===== config.mk =====
export PLATFORM = sky130hd
export DESIGN_NAME = gen_ram_wren_flat
export DESIGN_NICKNAME = d
export VERILOG_FILES = /design/src/rtl/gen_ram_wren_if.sv /design/src/rtl/gen_ram_wren.sv /design/src/flat_wrapper.sv
export SDC_FILE = /design/constraint.sdc
export NUM_CORES = 1
export LEC_CHECK = 0
export ABC_AREA = 1
export BUFFER_PORTS_ARGS = -buffer_cell sky130_fd_sc_hd__buf_4
export CELL_PAD_IN_SITES_DETAIL_PLACEMENT = 0
export CELL_PAD_IN_SITES_GLOBAL_PLACEMENT = 1
export CORE_MARGIN = 5
export CORE_UTILIZATION = 45
export CTS_CLUSTER_SIZE = 10
export DETAILED_ROUTE_END_ITERATION = 6
export HOLD_SLACK_MARGIN = 0.02
export PLACE_DENSITY_LB_ADDON = 0.2
export SYNTH_ARGS = -nofsm -noshare
export SYNTH_HDL_FRONTEND = slang
export SYNTH_SLANG_ARGS = --single-unit

===== constraint.sdc =====
create_clock -name clk -period 2.8 [get_ports clk]
set_input_delay 0.42 -clock clk [delete_from_list [all_inputs] [get_ports clk]]
set_output_delay 0.42 -clock clk [all_outputs]
set_load 0.02 [all_outputs]

===== src/rtl/gen_ram_wren_if.sv =====
`default_nettype none
// ============================================================================
// Module      : gen_ram_wren_if
// Description : Pixel-stream input and line-buffer write-side signals for
//               gen_ram_wren. err_flag exists only when GEN_RAM_WREN_ERR_EN
//               is defined.
// Revision    : 1.0  initial release
// ============================================================================
interface gen_ram_wren_if;
  logic        frame_start;
  logic        pix_valid;
  logic [9:0]  pix_in;
  logic        rama_wren;
  logic        ramb_wren;
  logic [10:0] wr_addr;
  logic [9:0]  wr_data;
  logic        row_parity;
  logic        row_end;
  logic        frame_end;
`ifdef GEN_RAM_WREN_ERR_EN
  logic        err_flag;
`endif

  // Capture side drives the pixel stream and observes the write side.
  modport master (
    output frame_start, pix_valid, pix_in,
    input  rama_wren, ramb_wren, wr_addr, wr_data, row_parity, row_end, frame_end
`ifdef GEN_RAM_WREN_ERR_EN
    , input err_flag
`endif
  );

  // Controller side consumes the pixel stream and drives the write side.
  modport slave (
    input  frame_start, pix_valid, pix_in,
    output rama_wren, ramb_wren, wr_addr, wr_data, row_parity, row_end, frame_end
`ifdef GEN_RAM_WREN_ERR_EN
    , output err_flag
`endif
  );
endinterface
`default_nettype wire


===== src/rtl/gen_ram_wren.sv =====
`default_nettype none
// ============================================================================
// Module      : gen_ram_wren
// Description : Write-side controller for the RAM A / RAM B line buffers.
//               Even rows are written to RAM A, odd rows to RAM B. Outputs
//               are registered one cycle behind the accepted pixel.
//               Optional macro GEN_RAM_WREN_ERR_EN adds a sticky err_flag.
// Revision    : 1.0  initial release
// ============================================================================
module gen_ram_wren #(
  parameter int COLUMN_SIZE = 1280,
  parameter int ROW_SIZE    = 1024
) (
  input  wire logic       clk,
  input  wire logic       aclr,
  gen_ram_wren_if.slave   bus
);

  localparam logic [10:0] LAST_PIX = 11'(COLUMN_SIZE - 1);
  localparam logic [10:0] LAST_ROW = 11'(ROW_SIZE - 1);

  typedef enum logic [1:0] {
    IDLE = 2'd0,
    WR_A = 2'd1,
    WR_B = 2'd2
  } state_t;

  state_t      state;
  logic [10:0] count_pixel;
  logic [10:0] count_row;

  // Row-steering FSM with the write enables, address and data registered
  // alongside it; frame_start has priority over every other event.
  always_ff @(posedge clk or negedge aclr) begin
    if (!aclr) begin
      state          <= IDLE;
      count_pixel    <= '0;
      count_row      <= '0;
      bus.rama_wren  <= 1'b0;
      bus.ramb_wren  <= 1'b0;
      bus.wr_addr    <= '0;
      bus.wr_data    <= '0;
      bus.row_parity <= 1'b0;
      bus.row_end    <= 1'b0;
      bus.frame_end  <= 1'b0;
    end else begin
      bus.rama_wren <= 1'b0;
      bus.ramb_wren <= 1'b0;
      bus.row_end   <= 1'b0;
      bus.frame_end <= 1'b0;
      if (bus.frame_start) begin
        // Start or resync: a coincident pixel becomes pixel 0 of row 0.
        state          <= WR_A;
        count_row      <= '0;
        bus.row_parity <= 1'b0;
        if (bus.pix_valid) begin
          bus.rama_wren <= 1'b1;
          bus.wr_addr   <= '0;
          bus.wr_data   <= bus.pix_in;
          count_pixel   <= 11'd1;
        end else begin
          count_pixel   <= '0;
        end
      end else if (bus.pix_valid && (state != IDLE)) begin
        if (state == WR_B) begin
          bus.ramb_wren <= 1'b1;
        end else begin
          bus.rama_wren <= 1'b1;
        end
        // Parity follows the row of the pixel being written, so it flips
        // together with the first write of the next row.
        bus.row_parity <= (state == WR_B);
        bus.wr_addr    <= count_pixel;
        bus.wr_data    <= bus.pix_in;
        if (count_pixel == LAST_PIX) begin
          count_pixel <= '0;
          bus.row_end <= 1'b1;
          if (count_row == LAST_ROW) begin
            bus.frame_end <= 1'b1;
            count_row     <= '0;
            state         <= IDLE;
          end else begin
            count_row <= count_row + 11'd1;
            state     <= (state == WR_A) ? WR_B : WR_A;
          end
        end else begin
          count_pixel <= count_pixel + 11'd1;
        end
      end
    end
  end

`ifdef GEN_RAM_WREN_ERR_EN
  // Sticky error: truncated frame or a pixel arriving outside a frame.
  always_ff @(posedge clk or negedge aclr) begin
    if (!aclr) begin
      bus.err_flag <= 1'b0;
    end else if (bus.frame_start && (state != IDLE) &&
                 ((count_pixel != '0) || (count_row != '0))) begin
      bus.err_flag <= 1'b1;
    end else if (!bus.frame_start && bus.pix_valid && (state == IDLE)) begin
      bus.err_flag <= 1'b1;
    end
  end
`endif

endmodule
`default_nettype wire


===== src/flat_wrapper.sv =====
// flat-port wrapper written by rule: the top's interface ports become plain ports
module gen_ram_wren_flat 
#(
  parameter int COLUMN_SIZE = 1280,
  parameter int ROW_SIZE    = 1024
)
  (clk, aclr, bus_frame_start, bus_pix_valid, bus_pix_in, bus_rama_wren, bus_ramb_wren, bus_wr_addr, bus_wr_data, bus_row_parity, bus_row_end, bus_frame_end);
  gen_ram_wren_if bus_i ();
  input  wire logic clk;
  input  wire logic aclr;
  input wire logic [$bits(bus_i.frame_start)-1:0] bus_frame_start;
  input wire logic [$bits(bus_i.pix_valid)-1:0] bus_pix_valid;
  input wire logic [$bits(bus_i.pix_in)-1:0] bus_pix_in;
  output wire logic [$bits(bus_i.rama_wren)-1:0] bus_rama_wren;
  output wire logic [$bits(bus_i.ramb_wren)-1:0] bus_ramb_wren;
  output wire logic [$bits(bus_i.wr_addr)-1:0] bus_wr_addr;
  output wire logic [$bits(bus_i.wr_data)-1:0] bus_wr_data;
  output wire logic [$bits(bus_i.row_parity)-1:0] bus_row_parity;
  output wire logic [$bits(bus_i.row_end)-1:0] bus_row_end;
  output wire logic [$bits(bus_i.frame_end)-1:0] bus_frame_end;
  assign bus_i.frame_start = bus_frame_start;
  assign bus_i.pix_valid = bus_pix_valid;
  assign bus_i.pix_in = bus_pix_in;
  assign bus_rama_wren = bus_i.rama_wren;
  assign bus_ramb_wren = bus_i.ramb_wren;
  assign bus_wr_addr = bus_i.wr_addr;
  assign bus_wr_data = bus_i.wr_data;
  assign bus_row_parity = bus_i.row_parity;
  assign bus_row_end = bus_i.row_end;
  assign bus_frame_end = bus_i.frame_end;
  gen_ram_wren #(.COLUMN_SIZE(COLUMN_SIZE), .ROW_SIZE(ROW_SIZE)) u_core (.clk(clk), .aclr(aclr), .bus(bus_i));
endmodule

======== Word level (Yosys, flattened, before mapping) ========
Cells that the tools add are included.
storage, ports and cells
  flip-flop bits (word level) ............. 50
  bits of input ports ..................... 14
  output and inout bits ................... 26
  logic and storage cells ................. 58
operators by class
  $add $sub $neg .......................... 2
  eq/ne operators ......................... 5
  multiplexer cells ....................... 35
  reduce and logical (&&, ||, !) cells .... 6
operators by type and width
  operator                 count
  $mux W11                 10
  $mux W10                 3
  $add A11 B1 Y11 const B  2
  $mux W1                  17
  $eq A11 B10 Y1 const B   1
  $eq A11 B11 Y1 const B   1
  $mux W2                  5
  $reduce_bool A2 Y1       3
  $reduce_and A2 Y1        2
  $eq A2 B1 Y1 const B     1
  $eq A2 B2 Y1 const B     1
  $ne A2 B1 Y1 const B     1
  $logic_and A1 B1 Y1      1

======== Depth between registers and ports, before layout ========
Gate-level depths: netlist of the first run.
  depth after elaboration ................. 6
  depth in mapped cells ................... 9
  mapped depth without buffers ............ 9

======== Least setup slack after synthesis of the first run ========
OpenSTA, ideal clock, no wires.
  kind .................................... register to register
  from .................................... register u_core.count_pixel[0]
  to ...................................... register u_core.state[1]
  library setup time ...................... 119 ps
  arrival ................................. 1,192 ps
  required time ........................... 2,681 ps
  setup slack ............................. 1,489 ps
  cell stages (with the launch flop) ...... 8
  cell sequence ........................... dfrtp_1 -> ha_1 -> nand3_1 -> inv_2 -> nand4_4 -> buf_6 -> nand3_1 -> nand2_1
on the way
  longest elaborated chain between the ends .. 3
ends and longest elaborated chain
  item                                 line                source
  start, declared                      gen_ram_wren.sv:29  logic [10:0] count_pixel;
  start signal, assigned               gen_ram_wren.sv:87  count_pixel <= count_pixel + 11'd1;
  $eq A11 B11 Y1                       gen_ram_wren.sv:75  if (count_pixel == LAST_PIX) begin
  $reduce_bool A2 Y1 (no source line)  --
  $reduce_and A2 Y1 (no source line)   --
  end signal, assigned                 gen_ram_wren.sv:84  state <= (state == WR_A) ? WR_B : WR_A;
  end, declared                        gen_ram_wren.sv:28  state_t state;
No other way between the ends.
A chain may end at the register's enable or synchronous reset.

======== Final worst setup path of the first run ========
  from .................................... register u_core.state[1]
  to ...................................... register u_core.count_pixel[3]
on the way
  longest elaborated chain between the ends .. 3
ends and longest elaborated chain
  item                                 line                source
  $reduce_bool A2 Y1                   gen_ram_wren.sv:64  end else if (bus.pix_valid && (state != IDLE)) begin
  $logic_and A1 B1 Y1                  gen_ram_wren.sv:64
  $reduce_bool A2 Y1 (no source line)  --
No other way between the ends.

==> results of run 1 <==
power breakdown:
part | switching (uW) | internal (uW) | total [uW]
clock | 225 | 168 | 393
combinational | 120 | 68.6 | 189
sequential | 18.4 | 751 | 769
metal layers:
| layer | GRT usage | wire length [um] | up-vias |
|---|---|---|---|
| met5 | 0 | 0 | - |
| met1 | 0.214 | 2570 | 979 |
| met3 | 0.0432 | 290 | 4 |
| met4 | 0.0259 | 42 | 0 |
| li1 | - | - | 1083 |
| met2 | 0.275 | 2720 | 42 |
worst register-to-register path, delay by kind of cell (launching register included):
family / cells / cell delay [ps]
flops: 1 / 450
simple gates: 5 / 880
compound gates: 1 / 180
cell families after synthesis:
group | share of synthesized area
flops | 0.499
simple gates | 0.375
xor+xnor | 0.00698
fa+ha+maj | 0.00997
buf+inv | 0.0603
compound gates | 0.0494
cells in the final DEF, fill, tap and decap left out, types with 2 or more instances in the layout:
cell      netlist  layout
nor2_2          3       3
nor2_4          3       3
nor2_1         26      26
o21ai_1         5       5
o21ai_0        15      15
nand2_2         4       4
a21oi_1         2       2
clkinv_2        0       2
ha_1            2       2
inv_2           2       2
buf_4           1      41
inv_1          25      25
dfrtp_1        50      50
nand2_1        91      91
xor2_1          2       2
clkbuf_8        0       5
nand4_1         3       3
nand3b_1        2       2
nand3_1        58      58
final cells by class:
class | count | area share
flip-flops and latches | 50 | 0.426
multi-input cells | 225 | 0.377
repair buffers | 41 | 0.105
inverters | 28 | 0.0357
well taps | 72 | 0.0306
clock buffers | 5 | 0.0234
clock inverters | 2 | 0.00340
path summary, 6_finish.rpt:
| path | from | to |
|---|---|---|
| min in group clk | bus_pix_in[3] | u_core.bus.wr_data[3] |
| min | aclr | u_core.count_pixel[10] |
| min reg2reg | u_core.count_row[10] | u_core.count_row[10] |
| max in group asynchronous | aclr | u_core.count_pixel[4] |
| max | u_core.state[1] | u_core.count_pixel[3] |
| max reg2reg | u_core.state[1] | u_core.count_pixel[3] |
state kept, by name (all words and copies together) (netlist names):
| register | flops |
|---|---|
| u_core.bus.frame_end | 1 |
| u_core.bus.rama_wren | 1 |
| u_core.bus.ramb_wren | 1 |
| u_core.bus.row_end | 1 |
| u_core.bus.row_parity | 1 |
| u_core.bus.wr_addr | 11 |
| u_core.bus.wr_data | 10 |
| u_core.count_pixel | 11 |
| u_core.count_row | 11 |
| u_core.state | 2 |
stage by stage:
step	hold WS (ps)	instances	util
6_report	133	423	0.537
5_1_grt	187	423	0.537
4_1_cts	154	423	0.537
3_5_place_dp	481	416	0.523
3_3_place_gp	483	416	0.523
2_1_floorplan	124	311	-
==> flow_metrics.env, run 1 <==
export IMPL_core_area_mm2=0.00547
export IMPL_cp_max_fo=8
export IMPL_synth_top_area_frac=0.499
export IMPL_synth_nets=327
export IMPL_routedWlPerCell_um=13.3
export IMPL_cp_cell_sequence="nor2_2 -> nor2_4 -> nor2_1 -> o21ai_0 -> nand2_1 -> nor2_1"
export IMPL_fin_crit_sh=0.579
export IMPL_synthTopCellsByArea="dfrtp_1 50%, nand2_1 14%, nand3_1 12%"
export IMPL_max_freq_mhz=617
export IMPL_start_util=0.459
export IMPL_dpl_cell_area_mm2=0.00286
export IMPL_cts_buffers=5
export IMPL_gp_congestion=0.850
export IMPL_ff2ff_path_depth=6
export IMPL_synth_cell_types=30
export IMPL_dpl_hpwl_mm=4.11
export IMPL_ir_drop_uv=245
export IMPL_seq_area_mm2=0.00125
export IMPL_design_area_mm2=0.00294
export IMPL_max_cap_viol_count=0
export IMPL_dp_slack_ps=994
export IMPL_grt_pass1_vias=2076
export IMPL_worstPathArrival_ps=1810
export IMPL_drc=0
export IMPL_synth_commonest_cells="91 x nand2_1, 58 x nand3_1, 50 x dfrtp_1, 26 x nor2_1, 25 x inv_1"
export IMPL_tightestPinTransition_ps=695
export IMPL_cts_htree_levels=2
export IMPL_r2r_slack_ps=1180
export IMPL_antenna_found_initial=0
export IMPL_clk_latency_ps=300
export IMPL_cts_resized=0
export IMPL_final_setup_viol_count=0
export IMPL_avgSynthCellArea_um2=8.07
export IMPL_p_total_uw=1350
export IMPL_crit_top_cell="nor2_1"
export IMPL_cts_hold_buffers=0
export IMPL_max_slew_margin=0.536
export IMPL_drt_iter0_drc=114
export IMPL_clock_sinks=50
export IMPL_rows=27
export IMPL_yosys_register_bits=50
export IMPL_grt_overflow=0
export IMPL_grtUsageTotal=0.163
export IMPL_finalHoldViolCount=0
export IMPL_port_buffers=39
export IMPL_crit_type="reg2reg"
export IMPL_num_vias=2108
export IMPL_path_depth=6
export IMPL_drtAntennaViolNets=0
export IMPL_syn_to_final_growth_pct=17.1
export IMPL_yosysTopAreaCell="dfrtp_1"
export IMPL_grt_pass1_wl_mm=9.64
export IMPL_setup_tns_ps=0
export IMPL_wl_mm=5.62
export IMPL_cpPeakStageDelay_ps=480
export IMPL_nFillCells=539
export IMPL_die_h_um=84.7
export IMPL_worst_hold_path_type="in2async"
export IMPL_slowest_stage="nor2_1"
export IMPL_syn_inst=311
export IMPL_worstPathRequired_ps=2990
export IMPL_critPathLaunchType="register"
export IMPL_clkTransAtPathRegs_ps=90
export IMPL_boundaryPins=40
export IMPL_dr_pass1_iters=4
export IMPL_die_x_um=84.7
export IMPL_ys_flop_type="dfrtp_1"
export IMPL_die_area_mm2=0.00717
export IMPL_drive_gt1_frac=0.188
export IMPL_clock_path_buffers=2
export IMPL_finalMaxSlewViolations=0
export IMPL_rsz0062_at_grt="false"
export IMPL_netlist_area_mm2=0.00251
export IMPL_ys_warnings_count=0
export IMPL_via_per_inst=4.98
export IMPL_multi_input_area_mm2=0.00111
export IMPL_synth_edf_count=0
export IMPL_postCtsSetupRepairBufs=0
export IMPL_endpoint_kind="register"
export IMPL_finalCriticalPeriod_ps=1620
export IMPL_ys_seq_area_frac=0.499
export IMPL_status="finished clean"
export IMPL_async_flop_share=1.00
export IMPL_fin_skew_ps=8.61
export IMPL_cts_tree="built"
export IMPL_antennaDiodeCount=0
export IMPL_crit_buf_inv=0
export IMPL_root_buffer="clkbuf_8"
export IMPL_cpLargestDelayFamily="simple AND/OR/NAND/NOR gates"
export IMPL_p_leak_uw=0.00151
export IMPL_timing_final_ws_setup_ps=1180
export IMPL_grt_start_max_net_pins=51
export IMPL_synth_most_common_cell="nand2_1"
export IMPL_nets=367
export IMPL_power_density_mw_per_mm2=459
Note: power is estimated with default switching activity, not from simulation.
==> run 2, diff against run 1 <==
--- a/config.mk
+++ b/config.mk
@@ -10,7 +10,7 @@
 export CELL_PAD_IN_SITES_DETAIL_PLACEMENT = 0
 export CELL_PAD_IN_SITES_GLOBAL_PLACEMENT = 1
 export CORE_MARGIN = 5
-export CORE_UTILIZATION = 45
+export CORE_UTILIZATION = 41
 export CTS_CLUSTER_SIZE = 10
 export DETAILED_ROUTE_END_ITERATION = 6
 export HOLD_SLACK_MARGIN = 0.02
==> constraint.sdc (replaced) <==
create_clock -name clk -period 1.5 [get_ports clk]
set_input_delay 0.225 -clock clk [delete_from_list [all_inputs] [get_ports clk]]
set_output_delay 0.225 -clock clk [all_outputs]
set_load 0.02 [all_outputs]
==> run 2 against run 1 <==
Against the previous run:
- total power up 100%
- global-route usage up 0.43 points
- first-iteration DRC count down 18%
- worst setup slack got worse by 1100 ps
- clock power grew 140%
- combinational power grew 98%
- count of clock-buffer cells in the layout grew 1
- largest cell class unchanged
- largest power group unchanged
==> flow_metrics.env, run 2 (synthesis results as in run 1) <==
export IMPL_status="finished clean"
export IMPL_r2r_slack_ps=70
export IMPL_drc=0
export IMPL_r2r_start="u_core.state[1]"
export IMPL_grtUsageTotal=0.167
export IMPL_dp_cells=437
export IMPL_p_leak_uw=0.00161
export IMPL_cts_buffers=5
export IMPL_dr_pass1_iters=6
export IMPL_holdWs_ps=118
export IMPL_worst_hold_path_type="in2reg"
export IMPL_start_util=0.424
export IMPL_cts_tree="built"
export IMPL_max_cap_viol_count=0
export IMPL_die_area_mm2=0.00779
export IMPL_final_instance_count_excl_fill=447
export IMPL_num_vias=2213
export IMPL_crit_type="reg2reg"
export IMPL_routedWlPerCell_um=13.3
export IMPL_antenna_found_initial=0
export IMPL_root_buffer="clkbuf_8"
export IMPL_min_from="bus_pix_in[4]"
export IMPL_fin_crit_sh=0.951
export IMPL_drt_iter0_drc=93
export IMPL_power_density_mw_per_mm2=876
export IMPL_die_h_um=88.2
export IMPL_core_area_mm2=0.00592
export IMPL_p_total_uw=2760
export IMPL_final_common_cell="nand2_1"
export IMPL_grt_util_met3=0.0307
export IMPL_grt_start_max_net_pins=51
export IMPL_endpoint_kind="register"
export IMPL_holdPathStages=3
export IMPL_syn_to_final_growth_pct=25.4
export IMPL_clkTransAtPathRegs_ps=90
export IMPL_grtUsageMet1=0.235
export IMPL_port_buffers=39
export IMPL_finalMaxSlewViolations=0
export IMPL_grt_pass1_vias=2095
export IMPL_finalHoldViolCount=0
export IMPL_nets=387
export IMPL_largestRegisters="u_core.bus.wr_addr: 11 flops, u_core.count_pixel: 11 flops, u_core.count_row: 11 flops"
export IMPL_die_x_um=88.2
export IMPL_antennaDiodeCount=0
export IMPL_gp_congestion=0.819
export IMPL_nFillCells=604
export IMPL_drtAntennaViolNets=0
export IMPL_clock_path_buffers=2
export IMPL_clk_latency_ps=300
export IMPL_final_setup_viol_count=0
export IMPL_finalCriticalPeriod_ps=1430
export IMPL_ir_drop_uv=400
export IMPL_r2r_end="u_core.count_pixel[4]"
export IMPL_max_freq_mhz=701
export IMPL_boundaryPins=40
export IMPL_via_per_inst=4.95
export IMPL_cts_htree_levels=2
export IMPL_wl_mm=5.93
export IMPL_setup_tns_ps=0
export IMPL_rows=28
export IMPL_clock_sinks=50
export IMPL_dpl_hpwl_mm=4.35
export IMPL_tightestPinTransition_ps=632
export IMPL_ff2ff_path_depth=5
export IMPL_fin_skew_ps=7.39
export IMPL_worstPathRequired_ps=1720
export IMPL_min_to="u_core.bus.wr_data[4]"
export IMPL_grt_pass1_wl_mm=10.1
export IMPL_critPathLaunchType="register"
export IMPL_worstPathArrival_ps=1640
export IMPL_met2_usage=0.266
export IMPL_cp_max_fo=9
export IMPL_grt_overflow=0
export IMPL_busiest_layer="met2"
export IMPL_crit_path_start="u_core.state[1]"
export IMPL_final_cell_mix="90 x nand2_1, 59 x buf_4, 57 x nand3_1, 50 x dfrtp_1"
export IMPL_rsz0062_at_grt="true"
export IMPL_drive_gt1_frac=0.239
export IMPL_max_slew_margin=0.579
run 2: metrics by stage:
step	utilization	setup WS, ps	cell area (um^2)
finish	0.531	72.9	3150
floorplan	-	189	2510
global route	0.531	-8.07	3150
detailed placement	0.507	85.5	3000
global placement	0.507	115	3000
CTS	0.527	50.2	3120
run 2: how the worst max path moves through the flow:
| stage | endpoint | cells after the start |
|---|---|---|
| 2_1_floorplan | u_core.state[1] | 7 |
| 3_3_place_gp | u_core.count_pixel[6] | 7 |
| 3_5_place_dp | u_core.count_row[0] | 7 |
| 4_1_cts | u_core.count_row[9] | 7 |
| 5_1_grt | u_core.count_pixel[5] | 5 |
| 6_report | u_core.count_pixel[4] | 5 |
run 2: worst max-delay path: stages, from the launching register on:
cell     delay (ps)
dfrtp_1         440
o21ai_1         360
nand2_2         230
nand3_1         120
nand2_1          60
nor2_1          140
run 2: layer usage:
layer  vias to the layer above  wire length, um
li1                       1133                -
met1                      1021             2830
met2                        53             2640
met3                         6              391
met4                         0               71
met5                         -                0
run 2: layout make-up:
type                    count  area [um^2]  share of cell area
flip-flops and latches     50         1250               0.398
multi-input cells         225         1120               0.356
repair buffers             61          464               0.148
inverters                  28          108              0.0342
well taps                  75         93.8              0.0298
clock buffers               6         72.6              0.0231
clock inverters             2         37.5              0.0119
run 2: where the power goes:
| part | total, uW | switching (uW) | internal (uW) |
|---|---|---|---|
| combinational | 375 | 233 | 142 |
| clock | 943 | 445 | 498 |
| sequential | 1440 | 35.3 | 1400 |
run 2: timing repair:
item	CTS	global route
endpoints found under the hold margin	50	0
hold buffers	1	0
setup buffers	0	1
gates resized for setup	0	6
endpoints found under the setup margin	0	28
